### src/rtl/core_pipe_ctrl_pkg.sv
// Shared types and constants for the pipeline sequencing controller.
// Holds the register-index width, MDU latency and FSM state encoding.
package core_pipe_ctrl_pkg;

  localparam int CPU_RFIDX_WIDTH = 5;
  localparam int CPU_MDU_CYCLES  = 8;

  typedef enum logic [1:0] {
    CPU_PCTL_RUN   = 2'd0,
    CPU_PCTL_MDU   = 2'd1,
    CPU_PCTL_FLUSH = 2'd2
  } pctl_state_e;

endpackage

### src/rtl/core_hazard_det.sv
// Combinational load-use hazard compare between ID sources and EX load rd.
// Ports: ID valid/enables/indices, EX valid/load/rd in; hazard_o out.
module core_hazard_det
  import core_pipe_ctrl_pkg::*;
#(
  parameter int RFIDX_W = CPU_RFIDX_WIDTH
) (
  input  logic               id_valid_i,
  input  logic               id_rs1_en_i,
  input  logic               id_rs2_en_i,
  input  logic [RFIDX_W-1:0] id_rs1_idx_i,
  input  logic [RFIDX_W-1:0] id_rs2_idx_i,
  input  logic               ex_valid_i,
  input  logic               ex_load_i,
  input  logic [RFIDX_W-1:0] ex_rd_idx_i,
  output logic               hazard_o
);

  logic rs1_hit;
  logic rs2_hit;

  assign rs1_hit = id_rs1_en_i & (id_rs1_idx_i == ex_rd_idx_i);
  assign rs2_hit = id_rs2_en_i & (id_rs2_idx_i == ex_rd_idx_i);

  // x0 is never written, so a load to x0 cannot create a dependency.
  assign hazard_o = id_valid_i & ex_valid_i & ex_load_i
                  & (ex_rd_idx_i != '0)
                  & (rs1_hit | rs2_hit);

endmodule

### src/rtl/core_pipe_ctrl.sv
// IF/ID/EX sequencing: load-use stall, MDU hold, redirect flush, stall count.
// Ports: ID/EX status and redirect in; hold/flush/bubble, busy, count out.
module core_pipe_ctrl
  import core_pipe_ctrl_pkg::*;
#(
  parameter int RFIDX_W    = CPU_RFIDX_WIDTH,
  parameter int MDU_CYCLES = CPU_MDU_CYCLES,
  parameter int CNT_W      = 32
) (
  input  logic               clk,
  input  logic               rst,
  input  logic               id_valid_i,
  input  logic               id_rs1_en_i,
  input  logic               id_rs2_en_i,
  input  logic [RFIDX_W-1:0] id_rs1_idx_i,
  input  logic [RFIDX_W-1:0] id_rs2_idx_i,
  input  logic               id_mdu_i,
  input  logic               ex_valid_i,
  input  logic               ex_load_i,
  input  logic [RFIDX_W-1:0] ex_rd_idx_i,
  input  logic               ex_redirect_i,
  output logic               pc_hold_o,
  output logic               ifid_hold_o,
  output logic               ifid_flush_o,
  output logic               idex_bubble_o,
  output logic               ex_hold_o,
  output logic               mdu_busy_o,
  output logic [CNT_W-1:0]   stall_cnt_o
);

  localparam int MCW = $clog2(MDU_CYCLES);
  localparam logic [MCW-1:0] MDU_INIT = MCW'(MDU_CYCLES - 2);

  pctl_state_e      state_q;
  logic [MCW-1:0]   mcnt_q;
  logic             busy_q;
  logic [CNT_W-1:0] stall_q;
  logic [CNT_W-1:0] stall_d;
  logic             hazard;
  logic             mdu_issue;

  core_hazard_det #(
    .RFIDX_W (RFIDX_W)
  ) u_haz (
    .id_valid_i   (id_valid_i),
    .id_rs1_en_i  (id_rs1_en_i),
    .id_rs2_en_i  (id_rs2_en_i),
    .id_rs1_idx_i (id_rs1_idx_i),
    .id_rs2_idx_i (id_rs2_idx_i),
    .ex_valid_i   (ex_valid_i),
    .ex_load_i    (ex_load_i),
    .ex_rd_idx_i  (ex_rd_idx_i),
    .hazard_o     (hazard)
  );

  assign mdu_issue = ~ex_redirect_i & ~hazard & id_valid_i & id_mdu_i;

  always_comb begin
    pc_hold_o     = 1'b0;
    ifid_hold_o   = 1'b0;
    ifid_flush_o  = 1'b0;
    idex_bubble_o = 1'b0;
    ex_hold_o     = 1'b0;
    unique case (state_q)
      CPU_PCTL_RUN: begin
        if (ex_redirect_i) begin
          ifid_flush_o  = 1'b1;
          idex_bubble_o = 1'b1;
        end else if (hazard) begin
          pc_hold_o     = 1'b1;
          ifid_hold_o   = 1'b1;
          idex_bubble_o = 1'b1;
        end
      end
      CPU_PCTL_MDU: begin
        pc_hold_o   = 1'b1;
        ifid_hold_o = 1'b1;
        ex_hold_o   = 1'b1;
      end
      CPU_PCTL_FLUSH: begin
        ifid_flush_o  = 1'b1;
        idex_bubble_o = 1'b1;
      end
      default: ;
    endcase
  end

  // Saturate rather than wrap so a long run never reads as few stalls.
  always_comb begin
    stall_d = stall_q;
    if (pc_hold_o && !(&stall_q)) begin
      stall_d = stall_q + CNT_W'(1);
    end
  end

  always_ff @(posedge clk) begin
    if (rst) begin
      state_q <= CPU_PCTL_RUN;
      mcnt_q  <= '0;
      busy_q  <= 1'b0;
      stall_q <= '0;
    end else begin
      stall_q <= stall_d;
      unique case (state_q)
        CPU_PCTL_RUN: begin
          if (ex_redirect_i) begin
            state_q <= CPU_PCTL_FLUSH;
          end else if (mdu_issue) begin
            state_q <= CPU_PCTL_MDU;
            mcnt_q  <= MDU_INIT;
            busy_q  <= 1'b1;
          end
        end
        CPU_PCTL_MDU: begin
          if (mcnt_q == '0) begin
            state_q <= CPU_PCTL_RUN;
            busy_q  <= 1'b0;
          end else begin
            mcnt_q <= mcnt_q - MCW'(1);
          end
        end
        CPU_PCTL_FLUSH: begin
          if (!ex_redirect_i) begin
            state_q <= CPU_PCTL_RUN;
          end
        end
        default: begin
          state_q <= CPU_PCTL_RUN;
          busy_q  <= 1'b0;
        end
      endcase
    end
  end

  assign mdu_busy_o  = busy_q;
  assign stall_cnt_o = stall_q;

endmodule

### config.mk
export PLATFORM = sky130hd
export DESIGN_NAME = core_pipe_ctrl
export DESIGN_NICKNAME = d
export VERILOG_FILES = /design/src/rtl/core_pipe_ctrl_pkg.sv /design/src/rtl/core_hazard_det.sv /design/src/rtl/core_pipe_ctrl.sv
export SDC_FILE = /design/constraint.sdc
export NUM_CORES = 1
export LEC_CHECK = 0
export CAP_MARGIN = 20
export CORE_MARGIN = 2
export CORE_UTILIZATION = 53
export CTS_BUF_LIST = sky130_fd_sc_hd__clkbuf_8
export DETAILED_ROUTE_END_ITERATION = 8
export PLACE_DENSITY = 0.86
export SLEW_MARGIN = 40
export SYNTH_ARGS = -nofsm -noshare
export SYNTH_HDL_FRONTEND = slang
export SYNTH_SLANG_ARGS = --single-unit
### constraint.sdc
create_clock -name clk -period 5.3 [get_ports clk]
set_input_delay 0.795 -clock clk [delete_from_list [all_inputs] [get_ports clk]]
set_output_delay 0.795 -clock clk [all_outputs]
set_load 0.1 [all_outputs]
# ---- Yosys cells after proc, flatten, opt, wreduce, memory -nomap -nowiden
# Index checks and enable logic that the tools add are counted.
dict set report classes {
  n_addsub 2
  mul 0
  n_div 0
  n_lt_le_gt_ge 0
  eq_ne 10
  n_shift 0
  muxes 21
  bitwise_logic 13
  n_reduce_logical 10
}
# op count
set ops {}
lappend ops {{32-bit by 1-bit adder with 32-bit output (second input constant)} 1}
lappend ops {{32-bit AND reduction} 1}
lappend ops {{5-bit == test} 2}
lappend ops {{2-bit != test (second input constant)} 5}
lappend ops {{1-bit AND} 9}
lappend ops {{3-bit 2-to-1 mux} 3}
lappend ops {{1-bit 2-to-1 mux} 8}
lappend ops {{2-bit 2-to-1 mux} 4}
lappend ops {{4-bit AND reduction} 2}
lappend ops {{1-bit case mux with 2 select lines} 3}
lappend ops {{2-bit case mux with 3 select lines} 1}
lappend ops {{3-bit case mux with 2 select lines} 1}
lappend ops {{5-bit nonzero test} 1}
lappend ops {{3-bit zero test} 1}
lappend ops {{3-bit != test (second input constant)} 1}
lappend ops {{1-bit NOT} 3}
lappend ops {{1-bit case mux with 3 select lines} 1}
lappend ops {{3-bit AND reduction} 1}
lappend ops {{3-bit by 1-bit subtractor with 3-bit output (second input constant)} 1}
lappend ops {{2-bit by 1-bit == test with 1-bit output (second input constant)} 1}
lappend ops {{2-bit == test (second input constant)} 1}
lappend ops {{2-bit zero test} 1}
lappend ops {{2-bit nonzero test} 1}
lappend ops {{1-bit logical AND} 1}
lappend ops {{other kinds (2)} 2}
dict set report totals {
  register_bits 38
  latch_bits 0
  ram_bits 0
  rom_bits 0
  inputBits 24
  output_inout_bits 38
  wordCells 60
  memories 0
}

# ---- Logic depth before layout (Yosys ltp)
# Gate-level depths: netlist of run 1.
dict set report logic_depth {
  word_depth 11
  depth_mapped 9
  ltp_nobuf 7
}

# ---- Hierarchy
# A second synthesis of run 1 with hierarchy kept.
dict set report hier_totals {
  hier_cells 251
  area_unflattened_um2 2114.5
}
# module instances cells_per_inst area_each_um2 seq_area_each_um2
set modules_own_cells {}
lappend modules_own_cells {core_pipe_ctrl 1 234 1983.2 760.7}
lappend modules_own_cells {core_hazard_det 1 17 131.4 0.0}

# ---- Least setup slack after synthesis of run 1
# OpenSTA, ideal clock, no wires.
dict set report synth_timing {
  path_type {in2out}
  from {input ex_rd_idx_i[1]}
  to {output idex_bubble_o}
  arrival_ns 2.909
  required_ns 4.505
  setup_slack_ns 1.596
  path_stages 5
  path_buffers 0
  path_cell_list {xnor2_1 > nand4_1 > o22ai_1 > nand3_1 > a21oi_1}
}
dict set report synth_between {
  elab_chain_cells 7
  word_cells_on_any_way 11
  cone_classes {eq/ne: 2; mux: 3; bitwise: 5; reduce/logical: 1}
}
# element line_no
set synth_lines {}
lappend synth_lines {{start: declaration} core_pipe_ctrl.sv:20} ;# input logic [RFIDX_W-1:0] ex_rd_idx_i,
lappend synth_lines {{5-bit == test, on equally long branches} {core_hazard_det.sv:22, core_hazard_det.sv:23}}
lappend synth_lines {{1-bit AND, on equally long branches} {core_hazard_det.sv:22, core_hazard_det.sv:23}}
lappend synth_lines {{1-bit bitwise OR} core_hazard_det.sv:28} ;# & (rs1_hit | rs2_hit);
lappend synth_lines {{1-bit AND (*)} core_hazard_det.sv:28}
lappend synth_lines {{1-bit 2-to-1 mux (*)} core_pipe_ctrl.sv:69} ;# end else if (hazard) begin
lappend synth_lines {{1-bit 2-to-1 mux (*)} core_pipe_ctrl.sv:66} ;# if (ex_redirect_i) begin
lappend synth_lines {{1-bit case mux with 2 select lines (*)} core_pipe_ctrl.sv:64} ;# unique case (state_q)
lappend synth_lines {{end: declaration} core_pipe_ctrl.sv:25} ;# output logic idex_bubble_o,
# Every way passes the cells marked *; elsewhere a longest branch is shown, timed or not.

# ---- Worst setup path after layout of run 1
dict set report layout_timing {
  from {input ex_rd_idx_i[0]}
  to {output ifid_hold_o}
}
dict set report layout_between {
  elab_chain_cells 7
  word_cells_on_any_way 11
  cone_classes {eq/ne: 2; mux: 3; bitwise: 5; reduce/logical: 1}
}
# element line_no
set layout_lines {}
lappend layout_lines {{5-bit == test, on equally long branches} {core_hazard_det.sv:22, core_hazard_det.sv:23}}
lappend layout_lines {{1-bit AND, on equally long branches} {core_hazard_det.sv:22, core_hazard_det.sv:23}}
lappend layout_lines {{1-bit bitwise OR} core_hazard_det.sv:28}
lappend layout_lines {{1-bit AND (*)} core_hazard_det.sv:28}
lappend layout_lines {{1-bit 2-to-1 mux (*)} core_pipe_ctrl.sv:69}
lappend layout_lines {{1-bit 2-to-1 mux (*)} core_pipe_ctrl.sv:66}
lappend layout_lines {{1-bit case mux with 2 select lines (*)} core_pipe_ctrl.sv:64}
lappend layout_lines {{end: declaration} core_pipe_ctrl.sv:23} ;# output logic ifid_hold_o,
# Marks and branches as above.

==> metrics.cfg, run 1 <==
[setup_path]
r2r_cells = 6
r2r_start = stall_cnt_o[10]
start_kind = primary input
worstSetupEndpointType = output port
ff2ff_setup_slack_ns = 2.67
worst_ep_arrival_time_ns = 2.78
r2r-end = stall_cnt_o[15]
crit_type = in -> out
critPathRequiredTime_ns = 4.51
crit_fanout = 7

[logic_synthesis]
synth.top_cells.by_area = dfxtp_1 36%, a21oi_1 5.2%, xnor2_1 4.6%
async_flop_share_pct = 0
ys_ff_latch = 38
synthesis.area_um2 = 2111
synthFlopType = dfxtp_1
yosysSeqAreaShare_pct = 36.04
ys_top_cells_by_count = 38 x dfxtp_1, 22 x a21oi_1, 21 x nor2_1
synth_top_cell_area_share_pct = 36.04
yosysWarnings = 0
synth_cell_type_count = 45
synth.most_common_cell = dfxtp_1
syn_nets = 283
yosysTopAreaCell = dfxtp_1
synthCells = 256
synth_edf_count = 0
syn_avg_cell_area_um2 = 8.245

[cts]
ctsLongestPathBuffers = 2
clockRootBuffer = clkbuf_8
cts_buffers = 5
ctsResizeCount = 0
cts_tree = built
htreeDepth = 2
holdBufCountCts = 0
cts_setup_buffers = 0
clkTransAtPathRegs_ns = 0.07
cts_sinks = 38
clk_latency_ns = 0.28

[power_and_ir_drop]
swShare_pct = 24.98
p_leak_nw = 0.9728
vdd_drop_max_uv = 150.3
intPower_uw = 401.8
powerDensity_nw_per_um2 = 205.9
pwr-share-seq_pct = 53.9
power_uw = 535.6
p_sw_uw = 133.8
p_clk_share_pct = 34.0
comb_power_share_pct = 12.1

[timing]
fin_worst_skew_ns = 0.003834
setup_viol = 0
timing.fmax_mhz = 279.4
finalCritPeriodShare_pct = 67.53
rsz0062_at_grt = no
tightest_slew_ns = 0.5316
fin_crit_ns = 3.579
hold_violations = 0
maxSlewViolCount = 0
maxSlewHeadroom_pct = 64.52
setup_tns_ns = 0

[min_path]
hold_depth = 2
min_from = stall_cnt_o[6]
whs_endpoint = stall_cnt_o[6]
hold_path_class = reg -> reg

[global_route]
antenna_found_initial = 0
grt_max_degree = 33
grt_pass1_wl_um = 8280
grt_use_total_pct = 23.34
grt_pass1_vias = 1923
grt-ovfl-total = 0

[run]
max_cap_violations = 0

[place]
port_buffers = 61
gp_congestion = 0.7967
dp_hpwl_um = 3515

[layout]
fillers = 332
layout.nets = 341
utilization_pct = 69.49
layout-drive-gt1-share_pct = 17.83
n_antenna_cell = 0
syn2layout_area_growth_pct = 23.24

[detailed_routing]
firstDrtPassIters = 4
wire_per_inst_um = 13.23
routed_wl_um = 4789
drcViolationCount = 0
vias_per_cell = 5.688
drt_iter0_drc = 152
antenna_left = 0
num_vias = 2059

[die]
coreArea_um2 = 3744
rows = 22
ioPinCount = 62
die_width_um = 67.11
start_util_pct = 56.38
fp.dieArea_um2 = 4503
die_h_um = 67.11

[outcome]
status = finished clean

-- how the worst max path moves through the flow --
stage | start | end | slack (ns) | depth (start not counted)
after global placement | ex_rd_idx_i[0] | ifid_hold_o | 1.06 | 7
after floorplan | ex_rd_idx_i[1] | idex_bubble_o | 1.60 | 5
after CTS | ex_rd_idx_i[0] | pc_hold_o | 1.71 | 7
after detailed placement | ex_rd_idx_i[0] | pc_hold_o | 1.72 | 7
after global routing | ex_rd_idx_i[0] | ifid_hold_o | 1.64 | 7
final | ex_rd_idx_i[0] | ifid_hold_o | 1.72 | 7
-- cell type report --
type / count / area, um^2 / area share [%]
multi-input cells: 199 / 1249 / 48.00
flip-flops and latches: 38 / 760.7 / 29.24
well taps: 48 / 60.06 / 2.309
clock inverters: 2 / 7.507 / 0.2886
clock buffers: 5 / 68.82 / 2.646
inverters: 8 / 30.03 / 1.154
repair buffers: 62 / 425.4 / 16.35
-- cell families (layout without fill, tap and decap cells) --
kind of cell / after synthesis / count (layout) / synth area share (%)
muxes: 5 / 5 / 2.608
DFF: 38 / 38 / 36.04
buffers and inverters: 19 / 77 / 4.802
adders and majority gates: 3 / 3 / 1.778
xor gates and xnor gates: 15 / 15 / 6.224
AOI/OAI and AO/OA: 53 / 53 / 15.47
and+or+nand+nor: 123 / 123 / 33.08
-- metal layers --
metal	wire length (um)	GRT usage [%]	vias to the layer above
met3	132	4.730	6
met1	2200	27.80	966
li1	-	-	1062
met2	2401	42.08	25
met4	55	6.633	0
met5	0	0	-
-- critical path, cell delays in order --
cell and delay (ns):
clkdlybuf4s50_1 0.47, or3_1 0.40, o311a_1 0.33, a31o_2 0.30
nand2_1 0.14, inv_1 0.06, buf_2 0.29
-- per-stage QoR --
| stage | instances | setup slack, ns | hold slack (ns) | area (um^2) |
|---|---|---|---|---|
| floorplan | 256 | 1.596 | 0.4773 | 2111 |
| global placement | 355 | 1.064 | 0.4837 | 2715 |
| detailed placement | 355 | 1.722 | 0.4827 | 2525 |
| CTS | 362 | 1.713 | 0.4947 | 2601 |
| global route | 362 | 1.641 | 0.5243 | 2601 |
| finish | 362 | 1.721 | 0.4980 | 2601 |
-- power by group through the flow --
stage / clock network, mW / logic, mW / registers [mW]
after global routing: 0.195 / 0.0696 / 0.289
after floorplan: 0 / 0.0365 / 0.298
after detailed placement: 0 / 0.0649 / 0.295
final: 0.182 / 0.0647 / 0.289
after CTS: 0.187 / 0.0651 / 0.289
after global placement: 0 / 0.0657 / 0.295
-- flip-flops by register name (all words and copies together), names as in the netlist --
register	flops
mdu_busy_o	1
mcnt_q	3
stall_cnt_o	32
state_q	2
-- placed cells by master (no fill, tap or decap), types with 10 or more instances in the layout --
cell type        count
a21oi_1             22
inv_1               10
nand3_1             10
or3_1               14
dfxtp_1             38
xnor2_1             11
nand4_1             15
clkdlybuf4s50_1     22
buf_2               38
nor2_1              21
nand2_1             18
o21ai_0             14
No activity file was read; power rests on OpenSTA's default activity.
==> run 2: changes to the inputs <==
Settings changed: CORE_UTILIZATION 53 to 44, PLACE_DENSITY 0.86 to 0.76.
Clock period 5.3 ns to 3.2 ns, I/O delays scaled along.
==> metrics.cfg, run 2 (synthesized netlist as in run 1, its figures left out) <==
[setup_path]
cp_slowest_stage_delay_ns = 0.47
cp_slowest_cell = clkdlybuf4s50_1
worst_ep_arrival_time_ns = 2.45
r2r_cells = 6
startpoint = ex_rd_idx_i[0]
crit_fanout = 7
crit_type = in -> out
r2r_start = stall_cnt_o[10]
critPathRequiredTime_ns = 2.72
crit_family = buffers and inverters
ff2ff_setup_slack_ns = 0.61
crit_chain = clkdlybuf4s50_1 -> or3_1 -> o311a_1 -> a31o_2 -> nand2_1 -> inv_1 -> buf_12
worstSetupEndpointType = output port
worst-path-stages = 7
r2r-end = stall_cnt_o[15]
path_buf_inv = 3
start_kind = primary input

[detailed_routing]
firstDrtPassIters = 4
drcViolationCount = 0
vias_per_cell = 5.621
antenna_left = 0
drt_iter0_drc = 107
wire_per_inst_um = 13.26
num_vias = 2091
routed_wl_um = 4931

[layout]
layout.nets = 344
syn2layout_area_growth_pct = 32.37
layout.area.seq_um2 = 760.7
largest_register_ffs = 32
n_antenna_cell = 0
multi_input_area_um2 = 1249
fillers = 443
final_cell_mix = 38 x dfxtp_1, 38 x buf_4, 23 x clkdlybuf4s50_1, 22 x a21oi_1, 21 x nor2_1
layout-drive-gt1-share_pct = 18.55

[cts]
htreeDepth = 2
cts_sinks = 38
cts_buffers = 5
holdBufCountCts = 0
clockRootBuffer = clkbuf_8
clkTransAtPathRegs_ns = 0.08
cts_tree = built
ctsResizeCount = 0
cts_setup_buffers = 0
clk_latency_ns = 0.29
ctsLongestPathBuffers = 2

[global_route]
grt_use_total_pct = 18.81
grtUsageMet3_pct = 5.213
grt_pass1_vias = 1920
grt_busiest_layer = met2
grt_pass1_wl_um = 8148
use_met1_pct = 22.56
grt-ovfl-total = 0
gr-usage-met2_pct = 32.23
antenna_found_initial = 0
grt_max_degree = 46

[timing]
timing.fmax_mhz = 341.2
setup_viol = 0
fin_crit_ns = 2.931
finalCritPeriodShare_pct = 91.59
timing.hold.ws_ns = 0.4901
setup_tns_ns = 0
maxSlewViolCount = 0
tightest_slew_ns = 0.4942
fin_worst_skew_ns = 0.01252
rsz0062_at_grt = no
hold_violations = 0
maxSlewHeadroom_pct = 67.28

[die]
ioPinCount = 62
start_util_pct = 45.29
die_width_um = 73.26
rows = 25
coreArea_um2 = 4661
fp.dieArea_um2 = 5367
die_h_um = 73.26

[min_path]
hold_path_class = reg -> reg
hold_depth = 2
min_from = mdu_busy_o
whs_endpoint = mdu_busy_o

[power_and_ir_drop]
p_leak_nw = 1.007
powerDensity_nw_per_um2 = 355.2
vdd_drop_max_uv = 196.6

[outcome]
status = finished clean

[place]
dp_hpwl_um = 3599
port_buffers = 61
gp_congestion = 0.8466

[run]
max_cap_violations = 0

[run 2: stage by stage]
step / instances / power (mW) / instance area, um^2 / util (%) / setup WS, ns
2_1_floorplan: 256 / 0.5544 / 2111 / - / 0.1257
3_3_place_gp: 364 / 0.6027 / 2693 / 57.77 / 0.3084
3_5_place_dp: 364 / 0.6034 / 2688 / 57.66 / 0.2656
4_1_cts: 372 / 0.9961 / 2794 / 59.95 / 0.2573
5_1_grt: 372 / 1.023 / 2794 / 59.95 / 0.1816
6_report: 372 / 0.9924 / 2794 / 59.95 / 0.2692
[run 2: worst max path at each step]
stage | end | slack (ns)
floorplan | idex_bubble_o | 0.13
global route | pc_hold_o | 0.18
CTS | pc_hold_o | 0.26
detailed placement | pc_hold_o | 0.27
global placement | ifid_hold_o | 0.31
finish | pc_hold_o | 0.27
[run 2: cell type report]
type / count / share of cell area, %
well taps: 54 / 2.418
flip-flops and latches: 38 / 27.23
clock inverters: 3 / 1.343
inverters: 8 / 1.075
repair buffers: 65 / 20.78
multi-input cells: 199 / 44.69
clock buffers: 5 / 2.463
[run 2: worst reg2reg max path, delay by kind of cell, from the launching register on]
kind / cells / cell delay, ns
DFF: 1 / 0.44
and+or+nand+nor: 5 / 1.72
muxes: 1 / 0.32
[run 2: where the power goes]
part	total, mW	internal [mW]	switching [mW]
clock network	0.401	0.227	0.174
logic	0.114	0.0516	0.0622
registers	0.478	0.476	0.00216
total	0.992	0.754	0.238
[run 2: per-layer routing]
layer	share of wire [%]	vias to the layer above	wire, um
met1	46	950	2266
li1	-	1066	-
met2	46	68	2278
met4	1.2	0	59
met3	6.6	7	326
met5	0	-	0
==> run 3: changes to the inputs <==
Settings changed: PLACE_DENSITY 0.76 to 0.78.
==> metrics.cfg, run 3 (synthesized netlist as in run 1, its figures left out) <==
[timing]
maxSlewViolCount = 0
fin_ws_ns = 0.2938
rsz0062_at_grt = no
timing.hold.ws_ns = 0.4872
fin_worst_skew_ns = 0.003408
fin_crit_ns = 2.906
tightest_slew_ns = 0.6248
setup_tns_ns = 0
hold_violations = 0
finalCritPeriodShare_pct = 90.82
timing.fmax_mhz = 344.1
maxSlewHeadroom_pct = 58.22
setup_viol = 0

[layout]
utilization_pct = 59.54
layout_commonest_cell = dfxtp_1
largest_register_ffs = 32
design_area_um2 = 2775
syn2layout_area_growth_pct = 31.48
layout-drive-gt1-share_pct = 18.41
n_antenna_cell = 0
layout.nets = 343
stdcell_count = 369
final_cell_mix = 38 x dfxtp_1, 36 x buf_4, 23 x clkdlybuf4s50_1, 22 x a21oi_1, 21 x nor2_1

[detailed_routing]
num_vias = 2106
drt_iter0_drc = 170
routed_wl_um = 4937
firstDrtPassIters = 4
vias_per_cell = 5.707
drcViolationCount = 0
antenna_left = 0
wire_per_inst_um = 13.38

[place]
place_ws_ns = 0.2907
dp_hpwl_um = 3681
dpl.cell_count = 363
dpl_cell_area_um2 = 2693
gp_congestion = 0.8908
port_buffers = 61

[setup_path]
critPathRequiredTime_ns = 2.72
crit_type = in -> out
worstSetupEndpointType = output port
worst_ep_arrival_time_ns = 2.43
crit_fanout = 7
start_kind = primary input

[power_and_ir_drop]
p_sw_uw = 224.2
p_leak_nw = 0.9912
p_clk_share_pct = 35.4
comb_power_share_pct = 12.5
powerDensity_nw_per_um2 = 330.8
vdd_drop_max_uv = 247.8
intPower_uw = 693.9
swShare_pct = 24.42
pwr-share-seq_pct = 52.1
power_uw = 918.1

[min_path]
hold_path_class = reg -> reg

[die]
coreArea_um2 = 4661
die_width_um = 73.26
die_h_um = 73.26
rows = 25
ioPinCount = 62
start_util_pct = 45.29
fp.dieArea_um2 = 5367

[global_route]
grt_pass1_wl_um = 8376
antenna_found_initial = 0
grt_pass1_vias = 1906
grt-ovfl-total = 0
grt_max_degree = 33
grt_use_total_pct = 19.68

[cts]
cts_sinks = 38
holdBufCountCts = 0
cts_buffers = 5
clkTransAtPathRegs_ns = 0.07
cts_setup_buffers = 0
htreeDepth = 2
cts_tree = built
ctsLongestPathBuffers = 2
clk_latency_ns = 0.29
clockRootBuffer = clkbuf_8
ctsResizeCount = 0

[outcome]
status = finished clean

[run]
max_cap_violations = 0

run 3: changes by cell type in the layout (fill, tap and decap cells not counted):
cell and delta:
buf_12 +1, bufinv_16 -1, clkbuf_8 +1, inv_1 -2, buf_4 -2
run 3: power groups by stage:
stage	combinational [mW]	sequential, mW	clock (mW)
after floorplan	0.0604	0.494	0
after detailed placement	0.115	0.489	0
final	0.115	0.478	0.325
after global placement	0.114	0.489	0
after CTS	0.116	0.478	0.332
after global routing	0.125	0.478	0.348
run 3: final cells by class:
cell class | count | area, um^2
repair buffers | 64 | 585.6
multi-input cells | 199 | 1249
fillers | 419 | 1886
well taps | 54 | 67.56
clock buffers | 6 | 82.58
inverters | 8 | 30.03
flip-flops and latches | 38 | 760.7
run 3: routing by layer:
layer / GRT usage (%) / part of all wire (%) / vias up
met5: 0 / 0 / -
met4: 6.790 / 1.5 / 0
met3: 5.213 / 7.9 / 7
met2: 32.93 / 47 / 56
met1: 24.38 / 44 / 980
li1: - / - / 1063
run 3: path summary, 6_finish.rpt:
path / start / to / slack, ns / cells after the start
hold reg to reg: mdu_busy_o / mdu_busy_o / 0.49 / 2
setup / recovery: ex_rd_idx_i[0] / ifid_hold_o / 0.29 / 7
setup reg to reg: stall_cnt_o[0] / stall_cnt_o[31] / 0.73 / 7
hold / removal: mdu_busy_o / mdu_busy_o / 0.49 / 2
run 3: critical path: stages:
cell             delay (ns)
clkdlybuf4s50_1        0.47
or3_1                  0.39
o311a_1                0.33
a31o_2                 0.31
nand2_1                0.14
inv_1                  0.12
buf_12                 0.18
